===== src/rtl/gray_pkg.sv =====
// -----------------------------------------------------------------------------
// gray_pkg
// Shared definitions for the Gray-conversion datapath.
//   GRAY_W       width of every Gray/binary word handled here
//   out_state_e  occupancy of the single-entry output stage
//   gray2bin     4-bit Gray-to-binary XOR chain. gray_to_binary calls this
//                function, so the module and any other user share one set of
//                equations.
// -----------------------------------------------------------------------------
package gray_pkg;

  localparam int GRAY_W = 4;

  typedef enum logic {
    EMPTY = 1'b0,
    FULL  = 1'b1
  } out_state_e;

  // B3 = G3, then each lower bit folds in the next Gray bit.
  function automatic logic [GRAY_W-1:0] gray2bin(input logic [GRAY_W-1:0] g);
    logic [GRAY_W-1:0] b;
    b[3] = g[3];
    b[2] = b[3] ^ g[2];
    b[1] = b[2] ^ g[1];
    b[0] = b[1] ^ g[0];
    return b;
  endfunction

endpackage


===== src/rtl/gray_conv_arbiter_if.sv =====
// -----------------------------------------------------------------------------
// gray_conv_arbiter_if
// Bundles the requester-side and consumer-side handshake of gray_conv_arbiter.
//   req_valid / req_gray / req_ready : N_REQ requesters, 4-bit Gray word each
//                                      (requester i at bits [4i+3:4i])
//   out_valid / out_bin / out_id / out_ready : single binary result channel
//   conv_cnt                         : running count of accepted conversions
// Modports:
//   slave  - the arbiter itself
//   master - the environment (requesters plus consumer)
// -----------------------------------------------------------------------------
interface gray_conv_arbiter_if #(
  parameter int N_REQ = 4,
  parameter int ID_W  = 2,
  parameter int CNT_W = 16
);
  import gray_pkg::*;

  logic [N_REQ-1:0]        req_valid;
  logic [GRAY_W*N_REQ-1:0] req_gray;
  logic [N_REQ-1:0]        req_ready;
  logic                    out_valid;
  logic [GRAY_W-1:0]       out_bin;
  logic [ID_W-1:0]         out_id;
  logic                    out_ready;
  logic [CNT_W-1:0]        conv_cnt;

  modport slave (
    input  req_valid, req_gray, out_ready,
    output req_ready, out_valid, out_bin, out_id, conv_cnt
  );

  modport master (
    output req_valid, req_gray, out_ready,
    input  req_ready, out_valid, out_bin, out_id, conv_cnt
  );

endinterface


===== src/rtl/gray_to_binary.sv =====
// -----------------------------------------------------------------------------
// gray_to_binary
// Combinational 4-bit Gray-to-binary converter.
//   gray : Gray-coded input
//   bin  : binary equivalent
// -----------------------------------------------------------------------------
module gray_to_binary
  import gray_pkg::*;
(
  input  logic [GRAY_W-1:0] gray,
  output logic [GRAY_W-1:0] bin
);

  assign bin = gray2bin(gray);

endmodule


===== src/rtl/rr_arbiter.sv =====
// -----------------------------------------------------------------------------
// rr_arbiter
// Purely combinational round-robin selector. It can be reused by any block
// that shares one datapath among several requesters.
//   req       : request vector
//   ptr       : highest-priority index (must be < N_REQ)
//   en        : when low, no grant bit is raised (grant_idx/grant_any are
//               still reported)
//   grant     : one-hot grant, or zero
//   grant_idx : index of the first request at or after ptr, with wrap
//   grant_any : at least one request is present
// -----------------------------------------------------------------------------
module rr_arbiter #(
  parameter int N_REQ = 4,
  parameter int IDX_W = 2
) (
  input  logic [N_REQ-1:0] req,
  input  logic [IDX_W-1:0] ptr,
  input  logic             en,
  output logic [N_REQ-1:0] grant,
  output logic [IDX_W-1:0] grant_idx,
  output logic             grant_any
);

  // Walk the requests starting at ptr. The first hit wins. Because ptr is
  // below N_REQ, one subtraction is enough to wrap the index.
  always_comb begin
    int idx;
    grant     = '0;
    grant_idx = '0;
    grant_any = 1'b0;
    idx       = 0;
    for (int i = 0; i < N_REQ; i++) begin
      idx = int'(ptr) + i;
      if (idx >= N_REQ) begin
        idx = idx - N_REQ;
      end
      if (!grant_any && req[idx]) begin
        grant_any  = 1'b1;
        grant_idx  = IDX_W'(idx);
        grant[idx] = en;
      end
    end
  end

endmodule


===== src/rtl/gray_conv_arbiter.sv =====
// -----------------------------------------------------------------------------
// gray_conv_arbiter
// Shares one Gray-to-binary converter among N_REQ requesters. Requesters are
// served in round-robin order. The result is held in a single-entry output
// register and tagged with the index of the requester that produced it.
//   clk  : rising-edge clock
//   rst  : synchronous, active-high reset
//   bus  : gray_conv_arbiter_if.slave, which carries these signals:
//          req_valid, req_gray, req_ready  (requester side)
//          out_valid, out_bin, out_id, out_ready  (consumer side)
//          conv_cnt  (accepted-conversion counter, wraps)
// -----------------------------------------------------------------------------
module gray_conv_arbiter
  import gray_pkg::*;
#(
  parameter int N_REQ = 4,
  parameter int ID_W  = 2,
  parameter int CNT_W = 16
) (
  input  logic                  clk,
  input  logic                  rst,
  gray_conv_arbiter_if.slave    bus
);

  out_state_e        state_q, state_d;
  logic [GRAY_W-1:0] out_bin_q, out_bin_d;
  logic [ID_W-1:0]   out_id_q, out_id_d;
  logic [ID_W-1:0]   ptr_q, ptr_d;
  logic [CNT_W-1:0]  conv_cnt_q, conv_cnt_d;

  logic              can_accept;
  logic              arb_en;
  logic              granted;
  logic [N_REQ-1:0]  grant;
  logic [ID_W-1:0]   grant_idx;
  logic              grant_any;
  logic [GRAY_W-1:0] sel_gray;
  logic [GRAY_W-1:0] sel_bin;

  // A full stage can still take a new word when the consumer drains it in
  // the same cycle. Reset masks every grant.
  assign can_accept = (state_q == EMPTY) || bus.out_ready;
  assign arb_en     = can_accept && !rst;
  assign granted    = grant_any && arb_en;

  rr_arbiter #(
    .N_REQ (N_REQ),
    .IDX_W (ID_W)
  ) u_arb (
    .req       (bus.req_valid),
    .ptr       (ptr_q),
    .en        (arb_en),
    .grant     (grant),
    .grant_idx (grant_idx),
    .grant_any (grant_any)
  );

  // AND-OR mux driven by the one-hot grant. This avoids a variable part-select
  // whose offset arithmetic would overflow ID_W.
  always_comb begin
    sel_gray = '0;
    for (int i = 0; i < N_REQ; i++) begin
      sel_gray = sel_gray | (bus.req_gray[i*GRAY_W +: GRAY_W] & {GRAY_W{grant[i]}});
    end
  end

  gray_to_binary u_conv (
    .gray (sel_gray),
    .bin  (sel_bin)
  );

  // Next-state logic for the output stage, the priority pointer and the
  // counter. A grant loads a new result, which also covers the case where the
  // old result drains in the same cycle. A drain with no grant only clears
  // the occupancy, so out_bin and out_id keep their last values.
  always_comb begin
    state_d    = state_q;
    out_bin_d  = out_bin_q;
    out_id_d   = out_id_q;
    ptr_d      = ptr_q;
    conv_cnt_d = conv_cnt_q;
    if (granted) begin
      state_d    = FULL;
      out_bin_d  = sel_bin;
      out_id_d   = grant_idx;
      ptr_d      = (grant_idx == ID_W'(N_REQ - 1)) ? '0 : grant_idx + 1'b1;
      conv_cnt_d = conv_cnt_q + 1'b1;
    end else if (state_q == FULL && bus.out_ready) begin
      state_d = EMPTY;
    end
  end

  always_ff @(posedge clk) begin
    if (rst) begin
      state_q    <= EMPTY;
      out_bin_q  <= '0;
      out_id_q   <= '0;
      ptr_q      <= '0;
      conv_cnt_q <= '0;
    end else begin
      state_q    <= state_d;
      out_bin_q  <= out_bin_d;
      out_id_q   <= out_id_d;
      ptr_q      <= ptr_d;
      conv_cnt_q <= conv_cnt_d;
    end
  end

  assign bus.req_ready = grant;
  assign bus.out_valid = (state_q == FULL);
  assign bus.out_bin   = out_bin_q;
  assign bus.out_id    = out_id_q;
  assign bus.conv_cnt  = conv_cnt_q;

endmodule


===== src/flat_wrapper.sv =====
// flat-port wrapper written by rule: the top's interface ports become plain ports
module gray_conv_arbiter_flat import gray_pkg::*;
#(
  parameter int N_REQ = 4,
  parameter int ID_W  = 2,
  parameter int CNT_W = 16
)
  (clk, rst, bus_req_valid, bus_req_gray, bus_out_ready, bus_req_ready, bus_out_valid, bus_out_bin, bus_out_id, bus_conv_cnt);
  gray_conv_arbiter_if #(.N_REQ(N_REQ), .ID_W(ID_W), .CNT_W(CNT_W)) bus_i ();
  input  logic clk;
  input  logic rst;
  input wire logic [$bits(bus_i.req_valid)-1:0] bus_req_valid;
  input wire logic [$bits(bus_i.req_gray)-1:0] bus_req_gray;
  input wire logic [$bits(bus_i.out_ready)-1:0] bus_out_ready;
  output wire logic [$bits(bus_i.req_ready)-1:0] bus_req_ready;
  output wire logic [$bits(bus_i.out_valid)-1:0] bus_out_valid;
  output wire logic [$bits(bus_i.out_bin)-1:0] bus_out_bin;
  output wire logic [$bits(bus_i.out_id)-1:0] bus_out_id;
  output wire logic [$bits(bus_i.conv_cnt)-1:0] bus_conv_cnt;
  assign bus_i.req_valid = bus_req_valid;
  assign bus_i.req_gray = bus_req_gray;
  assign bus_i.out_ready = bus_out_ready;
  assign bus_req_ready = bus_i.req_ready;
  assign bus_out_valid = bus_i.out_valid;
  assign bus_out_bin = bus_i.out_bin;
  assign bus_out_id = bus_i.out_id;
  assign bus_conv_cnt = bus_i.conv_cnt;
  gray_conv_arbiter #(.N_REQ(N_REQ), .ID_W(ID_W), .CNT_W(CNT_W)) u_core (.clk(clk), .rst(rst), .bus(bus_i));
endmodule

===== config.mk =====
export PLATFORM = sky130hd
export DESIGN_NAME = gray_conv_arbiter_flat
export DESIGN_NICKNAME = d
export VERILOG_FILES = /design/src/rtl/gray_pkg.sv /design/src/rtl/gray_conv_arbiter_if.sv /design/src/rtl/gray_to_binary.sv /design/src/rtl/rr_arbiter.sv /design/src/rtl/gray_conv_arbiter.sv /design/src/flat_wrapper.sv
export SDC_FILE = /design/constraint.sdc
export NUM_CORES = 1
export LEC_CHECK = 0
export ABC_AREA = 1
export CELL_PAD_IN_SITES_DETAIL_PLACEMENT = 1
export CELL_PAD_IN_SITES_GLOBAL_PLACEMENT = 2
export CORE_ASPECT_RATIO = 2
export CORE_MARGIN = 4
export CORE_UTILIZATION = 29
export DETAILED_ROUTE_END_ITERATION = 10
export HOLD_SLACK_MARGIN = 0.03
export PLACE_DENSITY_LB_ADDON = 0.1
export SYNTH_ARGS = -nofsm -noshare
export SYNTH_HDL_FRONTEND = slang
export SYNTH_SLANG_ARGS = --single-unit

===== constraint.sdc =====
create_clock -name clk -period 5.19 [get_ports clk]
set_input_delay 0.7785 -clock clk [delete_from_list [all_inputs] [get_ports clk]]
set_output_delay 0.7785 -clock clk [all_outputs]
set_load 0.03 [all_outputs]

==> summary.md, run 1 <==
| Metric | Value |
|---|---|
| Vias in the first global route | `1967` |
| Slew at the pin with the worst max-slew slack | `651.9 ps` |
| DRT Wirelength | `5389 µm` |
| CTS Root Cell | `clkbuf_16` |
| Pwr Total | `1.186 mW` |
| Synthesized Nets | `307` |
| Reg power frac | `0.224` |
| Share of flip-flops with an asynchronous set or reset | `0` |
| Data required time of the worst path | `4410 ps` |
| Worst relative slew slack | `0.5648` |
| Status | `finished, final reports clean` |
| Largest net degree at the start of global routing | `20` |
| Final worst slack | `1295 ps` |
| Switching share of power | `0.5035` |
| Kind of end point of the critical path | `primary output` |
| Area leader, netlist | `dfxtp_1` |
| Placed wire-length estimate | `4552 µm` |
| Leak | `1.114 nW` |
| Critical path's slowest cell | `dfxtp_1` |
| Setup Buffers After CTS | `0` |
| Global placement routability congestion | `0.8505` |
| Clock buffer count from CTS | `3` |
| Routed vias/inst | `4.641` |
| DRC | `0` |
| Layout Utilization | `0.3970` |
| Global Route Usage Sum | `0.1473` |
| Initial Util | `0.2966` |
| VDD IR-drop max | `172.0 µV` |
| Hold WS | `472.9 ps` |
| Dpl cells | `408` |
| Skew-Pair Late Insertion Delay | `270 ps` |
| Sequential share of the synthesized area | `0.2569` |
| Unique masters post-synth | `39` |
| First-pass GRT wire length | `9294 µm` |
| Largest stage delay, worst path | `740 ps` |
| Synth top area share | `0.2569` |
| Clock share of power | `0.148` |
| Count leader, synth | `nand2_1` |
| Fin crit share | `0.7505` |
| Syn_area_per_cell | `7.084 µm²` |
| Mapped Cells | `275` |
| Non-Filler Instances | `412` |
| Share of cells above drive strength 1 | `0.1605` |
| Core area | `0.006569 mm²` |
| Post-synth EDFFs | `0` |
| PD cells | `454.8 mW/mm²` |
| Max Clk Rate | `256.7 MHz` |
| Max Cap Viol | `0` |
| P_int | `588.7 µW` |
| Antenna violations before repair | `0` |
| Skew final | `6.312 ps` |
| Minimum clock period | `3895 ps` |
| Final slew viol count | `0` |
| Ant diodes | `0` |
| Chip Height | `123.9 µm` |
| DRT iter0 DRCs | `34` |
| Post-route cell area | `0.002608 mm²` |
| Post-cts gate resize count | `0` |
| WL per Instance | `13.08 µm` |
| # port buffers | `49` |
| Filler Cells Inserted | `843` |
| CTS tree | `done` |
| Total number of vias | `1912` |
| Placement Setup Slack | `1477 ps` |
| Ys flop type | `dfxtp_1` |
| Top post-synthesis cells by area | `dfxtp_1 (26%), nand2_1 (11%), inv_1 (6.7%)` |
| Worst EP arrival | `3120 ps` |
| Logic pwr share | `0.627` |
| CTS Hold Bufs | `0` |
| Kind of critical path | `flop to primary output` |
| Setup_tns | `0 ps` |
| Die ar. | `0.008172 mm²` |
| Synth Cell Area | `0.001948 mm²` |
| Post-DRT Antenna Nets | `0` |
| 1st-pass router iterations | `3` |
| Final-stage net count | `357` |
| Worst-path clk slew | `60 ps` |
| Net load switching power | `597.1 µW` |
| Synth warn | `0` |
| Tightest Hold Check Type | `flop to flop` |
| Io pins | `50` |
| Crit path cell chain | `inv_8, ha_1, inv_1, nand3_1, nand2_1, nor2_4, a21oi_2, nand3_1, nand2_1, inv_1, clkdlybuf4s50_1` |
| Flops & latches, synth | `25` |
| # rows | `42` |
| Startpoint types | `flop` |
| Clk sinks | `25` |
| Die X-Extent | `65.96 µm` |
| GRT overflow | `0` |
| Hold Fails Final Rpt | `0` |
| Placement Cell Area | `0.002529 mm²` |
| RSZ-0062 raised after global routing | `no` |
| # H-tree levels | `1` |
| # setup viols final | `0` |
| Max Buffers Root-to-Sink | `2` |
| Area grow syn2layout | `33.85%` |
| Post-synth top cells | `nand2_1 (57), inv_1 (35), dfxtp_1 (25), nand3_1 (25), a21oi_1 (19)` |
| Critical Path Fanout Max | `13` |
==> worst max-delay path, delay by kind of cell (launching register included) <==
family / cells / cell delay (ps)
AOI/OAI and AO/OA: 1 / 80
buffers and inverters: 4 / 1000
DFF: 1 / 740
adders and majority gates: 1 / 400
and+or+nand+nor: 5 / 630
==> flip-flops by register name (all words and copies together) (netlist names), named ones only <==
name                  flops
u_core.bus.out_bin        4
u_core.ptr_q              1
u_core.bus.conv_cnt      16
u_core.bus.out_valid      1
u_core.bus.out_id         2
==> path summary, 6_finish.rpt <==
path / start / endpoint / slack (ps) / cells after the start
worst max-delay path: flop / bus_req_ready[1] / 1300 / 11
worst min-delay path: u_core.bus.out_id[1] / u_core.bus.out_id[1] / 470 / 2
worst max register to register: flop / u_core.bus.conv_cnt[11] / 2270 / 14
worst min register to register: u_core.bus.out_id[1] / u_core.bus.out_id[1] / 470 / 2
==> kinds of logic after synthesis <==
kind of cell               synth area share
and+or+nand+nor                      0.4374
buffers and inverters                0.1047
AOI/OAI and AO/OA                    0.1387
DFF                                  0.2569
adders and majority gates           0.05780
xor gates and xnor gates           0.004497
==> area by class of cell <==
cell class              count  area [µm²]  share of cell area
multi-input cells         202        1244              0.4770
inverters                  43       176.4             0.06766
repair buffers             50       498.0              0.1910
well taps                  88       110.1             0.04223
flip-flops and latches     25       500.5              0.1919
clock buffers               4       78.83             0.03023
==> layout by cell type (no fill, tap or decap), drive strengths merged <==
cell type,netlist,layout
nand2,76,76
clkdlybuf4s50,0,49
inv,42,42
nand3,32,32
dfxtp,25,25
a21oi,23,23
nor2,22,22
o21ai,17,17
ha,9,9
nand4,8,8
a21boi,4,4
clkbuf,3,4
nor3,3,3
clkinv,1,1
a31oi,1,1
nand3b,1,1
xor2,1,1
a211oi,1,1
nor4,1,1
and3,1,1
nor3b,1,1
o22ai,1,1
buf,2,1
==> per-layer routing <==
| layer | vias to the layer above | track usage | routed length [µm] |
|---|---|---|---|
| met5 | - | 0 | 0 |
| met4 | 0 | 0.08906 | 207 |
| met3 | 12 | 0.01083 | 146 |
| met2 | 33 | 0.2847 | 3170 |
| met1 | 878 | 0.1470 | 1864 |
| li1 | 989 | - | - |
==> power groups by stage <==
stage / clock network, mW / logic, mW / registers, mW
after floorplan: 0 / 0.531 / 0.295
after global placement: 0 / 0.749 / 0.272
after detailed placement: 0 / 0.757 / 0.272
after CTS: 0.183 / 0.761 / 0.268
after global routing: 0.187 / 0.840 / 0.272
final: 0.176 / 0.744 / 0.266
No activity file was read; power rests on OpenSTA's default activity.
==> run 2, diff against run 1 <==
Settings changed: CORE_UTILIZATION 29 to 27.
Clock period 5.19 ns to 3.6 ns, I/O delays scaled along.
==> summary.md, run 2 (synthesized netlist as in run 1, its figures left out) <==
| Metric | Value |
|---|---|
| Status | `finished, final reports clean` |
| DR WL met2 | `3289 µm` |
| Die X-Extent | `68.07 µm` |
| CTS Root Cell | `clkbuf_16` |
| Worst relative slew slack | `0.6517` |
| RSZ-0062 raised after global routing | `no` |
| Initial Util | `0.2785` |
| Clock buffer count from CTS | `3` |
| WL per Instance | `13.42 µm` |
| Filler Cells Inserted | `882` |
| 1st-pass router iterations | `3` |
| First-pass GRT wire length | `9411 µm` |
| Kind of end point of the critical path | `primary output` |
| Setup_tns | `0 ps` |
| Placement Cell Area | `0.002554 mm²` |
| Share of cells above drive strength 1 | `0.1713` |
| Max Buffers Root-to-Sink | `2` |
| Max reg flops | `16` |
| Area grow syn2layout | `35.32%` |
| Total number of vias | `1925` |
| Hold Fails Final Rpt | `0` |
| DRT iter0 DRCs | `38` |
| Post-route cell area | `0.002636 mm²` |
| Post-cts gate resize count | `0` |
| # rows | `43` |
| Minimum clock period | `3304 ps` |
| # H-tree levels | `1` |
| Die ar. | `0.008721 mm²` |
| Metal3 WL | `134 µm` |
| Reg power frac | `0.204` |
| Final slew viol count | `0` |
| Setup Buffers After CTS | `0` |
| Post-DRT Antenna Nets | `0` |
| Global Route Usage Sum | `0.1406` |
| Data required time of the worst path | `3060 ps` |
| Startpoint types | `flop` |
| Leak | `1.128 nW` |
| Antenna violations before repair | `0` |
| Ant diodes | `0` |
| Hold path depth | `2` |
| DRC | `0` |
| Slew at the pin with the worst max-slew slack | `519.2 ps` |
| Tightest Hold Check Type | `flop to flop` |
| Routed vias/inst | `4.616` |
| DRT Wirelength | `5595 µm` |
| Io pins | `50` |
| Skew final | `6.792 ps` |
| Top routing layer in use | `met4` |
| Placed wire-length estimate | `4759 µm` |
| Multi-input gate area in the final layout | `0.001244 mm²` |
| Critical Path Fanout Max | `8` |
| Fin crit share | `0.9178` |
| # setup viols final | `0` |
| Worst EP arrival | `2760 ps` |
| Kind of critical path | `flop to primary output` |
| FF+latch area | `500.5 µm²` |
| VDD IR-drop max | `396.8 µV` |
| Most frequent cells in the layout | `nand2_1 (57), clkdlybuf4s50_1 (49), inv_1 (35)` |
| M1 WL | `2036 µm` |
| Max Cap Viol | `0` |
| GRT overflow | `0` |
| Net load switching power | `868.2 µW` |
| Vias in the first global route | `2002` |
| Skew-Pair Late Insertion Delay | `270 ps` |
| Clk sinks | `25` |
| Logic pwr share | `0.647` |
| P_int | `861.0 µW` |
| Max Clk Rate | `302.6 MHz` |
| Commonest non-fill, non-tap cell in the layout | `nand2_1` |
| Core area | `0.006994 mm²` |
| # port buffers | `49` |
| PD cells | `655.9 mW/mm²` |
| CTS tree | `done` |
| Worst r2r path cells | `14` |
| Final-stage net count | `360` |
| Chip Height | `128.1 µm` |
| CTS Hold Bufs | `0` |
| Clock share of power | `0.149` |
| Worst-path clk slew | `70 ps` |
| Global placement routability congestion | `0.8695` |
| Largest net degree at the start of global routing | `20` |
| Switching share of power | `0.5021` |
==> run 2: cell types whose count changed in the layout (fill, tap and decap cells not counted), sizes merged <==
| cell | delta |
|---|---|
| clkinvlp | +1 |
| clkbuf | -1 |
| buf | +3 |
==> run 2: final cells by class <==
type	instances	share of cell area
Sequential cell	25	0.1898
Inverter	43	0.06692
Multi-Input combinational cell	202	0.4718
Timing Repair Buffer	53	0.1974
Clock buffer	3	0.02848
Clock inverter	1	0.002848
Tap cell	90	0.04271
==> run 2: path summary, 6_finish.rpt <==
kind	slack [ps]	startpoint	to
worst max-delay path	300	flop	bus_req_ready[1]
worst max register to register	1030	flop	u_core.bus.conv_cnt[11]
worst min-delay path	480	u_core.bus.conv_cnt[15]	u_core.bus.conv_cnt[15]
worst min register to register	480	u_core.bus.conv_cnt[15]	u_core.bus.conv_cnt[15]
==> run 2: worst max-delay path, cell delays in order (launching register included) <==
cell and delay [ps]:
dfxtp_1 440, inv_8 90, ha_1 400, inv_1 130
nand3_1 100, nand2_1 90, nor2_4 200, a21oi_2 80
nand3_1 140, nand2_1 80, inv_1 80, clkdlybuf4s50_1 670
==> run 2: metrics by stage <==
stage / utilization / power [mW] / setup WS (ps) / std cells / hold slack, ps
6_report: 0.3769 / 1.729 / 295.8 / 417 / 477.5
5_1_grt: 0.3769 / 1.899 / 66.30 / 417 / 509.5
4_1_cts: 0.3769 / 1.779 / 220.7 / 417 / 488.5
3_5_place_dp: 0.3651 / 1.509 / 322.7 / 413 / 477.7
3_3_place_gp: 0.3651 / 1.497 / 348.1 / 413 / 471.3
2_1_floorplan: - / 1.190 / 1224 / 275 / 594.3
==> run 2: power by group through the flow <==
| stage | registers [mW] | logic, mW | clock network (mW) |
|---|---|---|---|
| floorplan | 0.425 | 0.765 | 0 |
| global placement | 0.361 | 1.14 | 0 |
| detailed placement | 0.361 | 1.15 | 0 |
| CTS | 0.354 | 1.15 | 0.272 |
| global route | 0.360 | 1.26 | 0.278 |
| finish | 0.353 | 1.12 | 0.257 |
==> run 2: metal layers <==
metal	vias up	GRT usage
met5	-	0
met4	0	0.05862
met3	9	0.01316
met2	32	0.2759
met1	890	0.1399
li1	994	-
